## config.mk

```make
export PLATFORM = sky130hd
export DESIGN_NAME = thermal_trip_monitor
export DESIGN_NICKNAME = d
export VERILOG_FILES = /design/src/rtl/thermal_trip_monitor.sv
export SDC_FILE = /design/constraint.sdc
export NUM_CORES = 1
export LEC_CHECK = 0
export CORE_MARGIN = 10
export CORE_UTILIZATION = 50
export DETAILED_ROUTE_END_ITERATION = 7
export PLACE_DENSITY = 0.75
export SYNTH_ARGS = -nofsm -noshare
export SYNTH_HDL_FRONTEND = slang
export SYNTH_SLANG_ARGS = --single-unit
export TNS_END_PERCENT = 10
```

## constraint.sdc

```tcl
create_clock -name clk -period 2.9 [get_ports clk]
set_input_delay 0.58 -clock clk [delete_from_list [all_inputs] [get_ports clk]]
set_output_delay 0.58 -clock clk [all_outputs]
set_load 0.05 [all_outputs]
```

## src/rtl/thermal_trip_monitor.sv

```systemverilog
// Purpose : debounced, hysteretic overheat flag with sensor-stale watchdog fail-safe
//           and a saturating trip counter.
// Latency : one clock from the qualifying sample (or watchdog expiry) to the registered outputs.
// Backpressure: none; temp_valid is a strobe and every sample is consumed when it arrives.
//
// Ports:
//   clk            rising-edge clock
//   reset          synchronous, active-high; returns every register to its idle value
//   temp_valid     temp carries a new sample this cycle
//   temp           unsigned temperature sample, TEMP_W bits
//   clear_trip     one-cycle pulse that releases the sticky trip latch (sticky build only)
//   cpu_overheated registered overheat flag to the shutdown logic
//   sensor_stale   registered; no valid sample for TIMEOUT cycles
//   trip_count     number of HOT entries from the cool side, saturating at 255
//   state          FSM state: COOL=0, ARMING=1, HOT=2, COOLING=3
//
// Build option: define THERMAL_STICKY_EN to hold cpu_overheated after a trip until
// clear_trip is pulsed while the FSM is back in COOL.

module thermal_trip_monitor #(
    parameter int TEMP_W      = 8,
    parameter int HOT_THRESH  = 90,
    parameter int COOL_THRESH = 80,
    parameter int DEBOUNCE    = 4,
    parameter int TIMEOUT     = 1000
) (
    input  logic              clk,
    input  logic              reset,
    input  logic              temp_valid,
    input  logic [TEMP_W-1:0] temp,
    input  logic              clear_trip,
    output logic              cpu_overheated,
    output logic              sensor_stale,
    output logic [7:0]        trip_count,
    output logic [1:0]        state
);

    localparam int WD_W = $clog2(TIMEOUT + 1);

    localparam logic [3:0]        DEB    = 4'(DEBOUNCE);
    localparam logic [WD_W-1:0]   WD_MAX = WD_W'(TIMEOUT);
    localparam logic [TEMP_W-1:0] HOT_T  = TEMP_W'(HOT_THRESH);
    localparam logic [TEMP_W-1:0] COOL_T = TEMP_W'(COOL_THRESH);

    typedef enum logic [1:0] {
        ST_COOL    = 2'd0,
        ST_ARMING  = 2'd1,
        ST_HOT     = 2'd2,
        ST_COOLING = 2'd3
    } state_t;

    state_t          state_q, state_d;
    logic [3:0]      cnt_q, cnt_d;
    logic [WD_W-1:0] wd_q, wd_d;
    logic [7:0]      trip_d;
    logic            stale_d;
    logic            flag_d;
    logic            samp_hot, samp_cool;
    logic            trip_entry;   // HOT entered from COOL or ARMING
    logic            hot_enter;    // HOT entered from any other state

    assign samp_hot  = temp_valid && (temp >= HOT_T);
    assign samp_cool = temp_valid && (temp <= COOL_T);

    // FSM only advances on a valid sample. A stale sensor by definition has delivered
    // no valid sample, so state and debounce count stay frozen while stale, and the
    // sample that ends the stale period is classified normally.
    always_comb begin
        state_d    = state_q;
        cnt_d      = cnt_q;
        trip_entry = 1'b0;
        if (temp_valid) begin
            case (state_q)
                ST_COOL: begin
                    if (samp_hot) begin
                        if (DEB == 4'd1) begin
                            state_d    = ST_HOT;
                            cnt_d      = 4'd0;
                            trip_entry = 1'b1;
                        end else begin
                            state_d = ST_ARMING;
                            cnt_d   = 4'd1;
                        end
                    end
                end
                ST_ARMING: begin
                    if (samp_hot) begin
                        if (cnt_q + 4'd1 == DEB) begin
                            state_d    = ST_HOT;
                            cnt_d      = 4'd0;
                            trip_entry = 1'b1;
                        end else begin
                            cnt_d = cnt_q + 4'd1;
                        end
                    end else begin
                        state_d = ST_COOL;
                        cnt_d   = 4'd0;
                    end
                end
                ST_HOT: begin
                    if (samp_cool) begin
                        if (DEB == 4'd1) begin
                            state_d = ST_COOL;
                            cnt_d   = 4'd0;
                        end else begin
                            state_d = ST_COOLING;
                            cnt_d   = 4'd1;
                        end
                    end
                end
                ST_COOLING: begin
                    if (samp_cool) begin
                        if (cnt_q + 4'd1 == DEB) begin
                            state_d = ST_COOL;
                            cnt_d   = 4'd0;
                        end else begin
                            cnt_d = cnt_q + 4'd1;
                        end
                    end else if (samp_hot) begin
                        // Re-heat during cool-down: back to HOT without counting a new trip.
                        state_d = ST_HOT;
                        cnt_d   = 4'd0;
                    end
                end
                default: begin
                    state_d = ST_COOL;
                    cnt_d   = 4'd0;
                end
            endcase
        end
    end

    assign hot_enter = (state_d == ST_HOT) && (state_q != ST_HOT);

    // Watchdog: cycles since the last valid sample, parked at TIMEOUT.
    always_comb begin
        if (temp_valid) begin
            wd_d = '0;
        end else if (wd_q == WD_MAX) begin
            wd_d = wd_q;
        end else begin
            wd_d = wd_q + 1'b1;
        end
    end

    assign stale_d = (wd_d == WD_MAX);
    assign trip_d  = (trip_entry && (trip_count != 8'hFF)) ? trip_count + 8'd1 : trip_count;

`ifdef THERMAL_STICKY_EN
    logic latch_q, latch_d;

    // A trip in the same cycle outranks the clear, so hot_enter is tested first.
    always_comb begin
        latch_d = latch_q;
        if (hot_enter) begin
            latch_d = 1'b1;
        end else if (clear_trip && (state_q == ST_COOL)) begin
            latch_d = 1'b0;
        end
    end

    assign flag_d = latch_d || stale_d;

    always_ff @(posedge clk) begin
        if (reset) begin
            latch_q <= 1'b0;
        end else begin
            latch_q <= latch_d;
        end
    end
`else
    logic unused_clear;
    logic unused_enter;
    assign unused_clear = clear_trip;
    assign unused_enter = hot_enter;
    assign flag_d = (state_d == ST_HOT) || (state_d == ST_COOLING) || stale_d;
`endif

    always_ff @(posedge clk) begin
        if (reset) begin
            state_q        <= ST_COOL;
            cnt_q          <= 4'd0;
            wd_q           <= '0;
            trip_count     <= 8'd0;
            sensor_stale   <= 1'b0;
            cpu_overheated <= 1'b0;
        end else begin
            state_q        <= state_d;
            cnt_q          <= cnt_d;
            wd_q           <= wd_d;
            trip_count     <= trip_d;
            sensor_stale   <= stale_d;
            cpu_overheated <= flag_d;
        end
    end

    assign state = state_q;

endmodule

```

== After elaboration in Yosys (flattened, before gate mapping) ==
Cells that the tools add are included.

* $add $sub $neg: 3
* Multipliers: 0
* Divide/modulo/power cells: 0
* Magnitude comparators: 2
* Equality and inequality tests: 12
* Shift operators: 0
* Mux-type cells: 22
* Bitwise operators: 0
* Reduce and logical (&&, ||, !) cells: 7

{| class="wikitable"
|+ Operators by type and width
! cell !! number
|-
| 2-to-1 mux 4 bit || 6
|-
| == test 10 bit, second input constant || 2
|-
| 2-to-1 mux 10 bit || 2
|-
| 2-to-1 mux 2 bit || 8
|-
| one-hot mux 4 bit (4 select lines) || 1
|-
| adder 10 x 1 -> 10 bit, second input constant || 1
|-
| adder 8 x 1 -> 8 bit, second input constant || 1
|-
| == test 2 bit, second input constant || 4
|-
| greater-or-equal comparator 8 x 7 -> 1 bit, second input constant || 1
|-
| less-or-equal comparator 8 x 7 -> 1 bit, second input constant || 1
|-
| inequality test 8 bit, second input constant || 1
|-
| one-hot mux 2 bit (4 select lines) || 1
|-
| adder 4 x 1 -> 4 bit, second input constant || 1
|-
| == test 4 x 3 -> 1 bit, second input constant || 1
|-
| 2-to-1 mux 1 bit || 4
|-
| inequality test 2 bit, second input constant || 2
|-
| AND reduction 4 bit || 1
|-
| logical AND 1 bit || 3
|-
| inequality test 3 bit, second input constant || 1
|-
| == test 2 x 1 -> 1 bit, second input constant || 1
|-
| logical NOT 2 bit || 1
|-
| logical OR 1 bit || 2
|}

* Register bits after elaboration: 26
* Bits in latches: 0
* Bits in writable memories: 0
* ROM bits: 0
* Output and inout port bits: 12
* Memories kept: 0

== Longest topological paths before layout ==
* Word-level depth: 9
* Mapped depth: 9
* Depth with buffers taken out: 7

== Worst setup path before layout ==
Ideal clock, no wire load.

* Kind: input-to-reg
* From: input temp[6]
* To: register trip_count[5]
* Arrival: 1.876 ns
* Required time: 2.777 ns
* Slack: 0.901 ns
* Stages on the path: 6
* Cell sequence: nand2_1 > o31ai_2 > nand4b_1 > buf_2 > nor3_1 > mux2_1

* Word-level cells in the longest chain between the ends: 6

{| class="wikitable"
|+ RTL lines
! element !! line !! text
|-
| from (decl) || 30 || <nowiki>input logic [TEMP_W-1:0] temp,</nowiki>
|-
| greater-or-equal comparator 8 x 7 -> 1 bit || 62 || <nowiki>assign samp_hot = temp_valid && (temp >= HOT_T);</nowiki>
|-
| logical AND 1 bit || 62 ||
|-
| 2-to-1 mux 1 bit || 87 || <nowiki>if (samp_hot) begin</nowiki>
|-
| 2-to-1 mux 1 bit || 73 || <nowiki>case (state_q)</nowiki>
|-
| 2-to-1 mux 1 bit || 72 || <nowiki>if (temp_valid) begin</nowiki>
|-
| logical AND 1 bit || 147 || <nowiki>assign trip_d = (trip_entry && (trip_count != 8'hFF)) ? trip_count + 8'd1 : trip_count;</nowiki>
|-
| to (signal assigned) || 191 || <nowiki>trip_count <= trip_d;</nowiki>
|-
| to (decl) || 34 || <nowiki>output logic [7:0] trip_count,</nowiki>
|}

No other way between the ends.
A chain may end at the register's enable or synchronous reset.

== Worst setup path after layout ==
* From: input temp[6]
* To: register trip_count[0]

Same word-level chain as after synthesis.

==> impl_metrics.env <==
export IMPL_powerDensity_nw_per_um2=327
export IMPL_ir_drop_uv=149
export IMPL_post_route_util=0.621
export IMPL_pwr_share_seq=0.597
export IMPL_wl_per_cell_um=14.2
export IMPL_slew_viol_final=0
export IMPL_clk_pin_slew_ps=150
export IMPL_initial_core_util=0.524
export IMPL_syn_to_final_growth_pct=18.5
export IMPL_first_iter_violations=78
export IMPL_swShare=0.246
export IMPL_first_pass_iters=4
export IMPL_whs_endpoint="trip_count[1]"
export IMPL_crit_fanout=12
export IMPL_synth_adder_area_share=0.0391
export IMPL_p_leak_nw=0.657
export IMPL_cts_htree_levels=1
export IMPL_rsz0062_at_grt="false"
export IMPL_vias_per_cell=5.91
export IMPL_gp_congestion=0.874
export IMPL_final_antenna_net_count=0
export IMPL_final_nets=235
export IMPL_worstSetupPathType="in2reg"
export IMPL_die_x_um=76.6
export IMPL_power_share_clock=0.305
export IMPL_synth_compound_gate_area_share=0.228
export IMPL_antenna_cells=0
export IMPL_cp_buffers_inverters=2
export IMPL_finalHoldViolations=0
export IMPL_dp_final_hpwl_mm=2.78
export IMPL_synth_simple_area_share=0.302
export IMPL_startpoint_type="input pin"
export IMPL_antenna_found_initial=0
export IMPL_die_area_sq_um=5860
export IMPL_core_area_sq_um=3050
export IMPL_finClkSkew_ps=5.10
export IMPL_synth_warnings=0
export IMPL_fp_row_count=20
export IMPL_fmax_mhz=434
export IMPL_finalSetupTns_ps=0
export IMPL_synthesis_nets=211
export IMPL_r2r_end="trip_count[0]"
export IMPL_clk_latency_ps=330
export IMPL_cp_end_kind="register"
export IMPL_worst_ep_arrival_time_ps=2540
export IMPL_grt_max_degree=15
export IMPL_port_buffers=22
export IMPL_holdPathStages=2
export IMPL_via_count=1542
export IMPL_internal_power_mw=0.467
export IMPL_drt_total_wl_mm=3.72
export IMPL_worstPathCellList="clkdlybuf4s50_1, nand2_1, o31ai_2, nand4b_1, buf_4, a31oi_1, mux2_2"
export IMPL_synthCells=194
export IMPL_rrSetupSlack_ps=780
export IMPL_async_flop_share=0
export IMPL_r2r_start="cnt_q[0]"
export IMPL_cts_buffers=3
export IMPL_slowest_stage="clkdlybuf4s50_1"
export IMPL_whs_ps=524
export IMPL_cts_repair_resized=0
export IMPL_fin_crit_sh=0.794
export IMPL_cap_violations=0
export IMPL_synth_seq_cells=26
export IMPL_cts_sinks=26
export IMPL_postCtsHoldBufs=0
export IMPL_drc_errors=0
export IMPL_synth_flop_cell="dfxtp_1"
export IMPL_worst_pin_slew_ps=516
export IMPL_cts_buffer_depth=2
export IMPL_ff2ff_path_depth=7
export IMPL_min_path_type="reg2reg"
export IMPL_synth_edff_count=0
export IMPL_grt_pass1_vias=1430
export IMPL_yosysSeqAreaShare=0.325
export IMPL_grt_usage=0.124
export IMPL_hold_start="trip_count[1]"
export IMPL_period_needed_ps=2300
export IMPL_post_cts_repair_setup_buffers=0
export IMPL_post_synth_mux_area_share=0.0203
export IMPL_p_comb_frac=0.098
export IMPL_synth_xor_area_frac=0.0383
export IMPL_die_h_um=76.6
export IMPL_setup_viol_count_final=0
export IMPL_p_sw_mw=0.153
export IMPL_grt_overflow=0
export IMPL_outcome="finished, final reports clean"
export IMPL_critPathRequiredTime_ps=3140
export IMPL_slowest_delay_ps=470
export IMPL_syn_area_sq_um=1600
export IMPL_synthDistinctLibCells=52
export IMPL_synth_top_family_by_area="simple AND/OR/NAND/NOR gates"
export IMPL_slew_headroom=0.653
export IMPL_grt_pass1_wl_mm=6.44
export IMPL_cts_tree="built"
export IMPL_root_buffer="clkbuf_4"
export IMPL_io_pins=24
export IMPL_crit_family="buffers and inverters"
export IMPL_avgSynthCellArea_sq_um=8.25
export IMPL_drive_gt1_frac=0.0691
area by class of cell:
class                      instances  area, sq um
fill                             296         1160
multi-input combinational        151         1000
sequential                        26          520
timing repair buffer              24          235
tap                               44         55.1
inverter                          12         45.0
clock buffer                       4         36.3
cell usage after synthesis, types with 4 or more instances:
master	number	area share
dfxtp_1	26	0.33
nor2_1	19	0.045
nand2_1	13	0.030
nand3_1	13	0.041
inv_1	12	0.028
a21oi_1	10	0.031
o21ai_0	7	0.022
nor3_1	6	0.019
ha_1	5	0.039
nand2b_1	5	0.020
nor2b_1	4	0.016
o31ai_1	4	0.019
xnor2_1	4	0.022
power by group through the flow:
stage | clock network [mW] | registers [mW] | logic, mW
4_1_cts | 0.191 | 0.370 | 0.0604
5_1_grt | 0.207 | 0.371 | 0.0656
3_3_place_gp | 0 | 0.377 | 0.0585
2_1_floorplan | 0 | 0.378 | 0.0333
3_5_place_dp | 0 | 0.377 | 0.0602
6_report | 0.189 | 0.370 | 0.0606
through the flow:
stage	total power, mW	cells	cell area (sq um)	worst slack, ps
after CTS	0.621	261	1900	596
after floorplan	0.411	194	1600	901
after global placement	0.436	257	1860	290
final	0.619	261	1900	596
after detailed placement	0.438	257	1860	250
after global routing	0.644	261	1900	498
layer usage:
| layer | GRT usage | up-vias | wire length [um] |
|---|---|---|---|
| li1 | - | 764 | - |
| met1 | 0.144 | 735 | 1700 |
| met2 | 0.218 | 37 | 1800 |
| met3 | 0.0318 | 6 | 178 |
| met4 | 0.0353 | 0 | 38 |
| met5 | 0 | - | 0 |
logic make-up after synthesis:
group / after synthesis
and+or+nand+nor: 87
AOI/OAI and AO/OA: 49
adders and majority gates: 5
muxes: 3
buffers and inverters: 17
xor gates and xnor gates: 7
DFF: 26
worst reg2reg max path: cells and delay by family, from the launching register on:
kind	cells	cell delay (ps)
simple gates	2	310
buf+inv	1	200
fa+ha+maj	1	240
mux	1	360
flops	1	390
compound gates	2	510
cell usage in the layout, fill, tap and decap left out, types with 6 or more instances in the layout:
cell type        instances
a21oi_1                 10
dfxtp_1                 26
nor3_1                   6
o21ai_0                  7
nand2_1                 13
inv_1                   12
nand3_1                 13
clkdlybuf4s50_1         22
nor2_1                  19
sequential cells by signal, indices dropped and copies added (netlist names):
register	cells
wd_q	10
cpu_overheated	1
cnt_q	4
state	2
sensor_stale	1
trip_count	8
how the worst max path moves through the flow:
stage,startpoint,to,depth (start not counted)
finish,temp[6],trip_count[0],7
floorplan,temp[6],trip_count[5],6
global placement,temp[6],trip_count[0],7
detailed placement,temp[6],trip_count[0],7
CTS,state[0],state[0],1
global route,temp[6],trip_count[5],7
(Power assumes the default switching activity.)
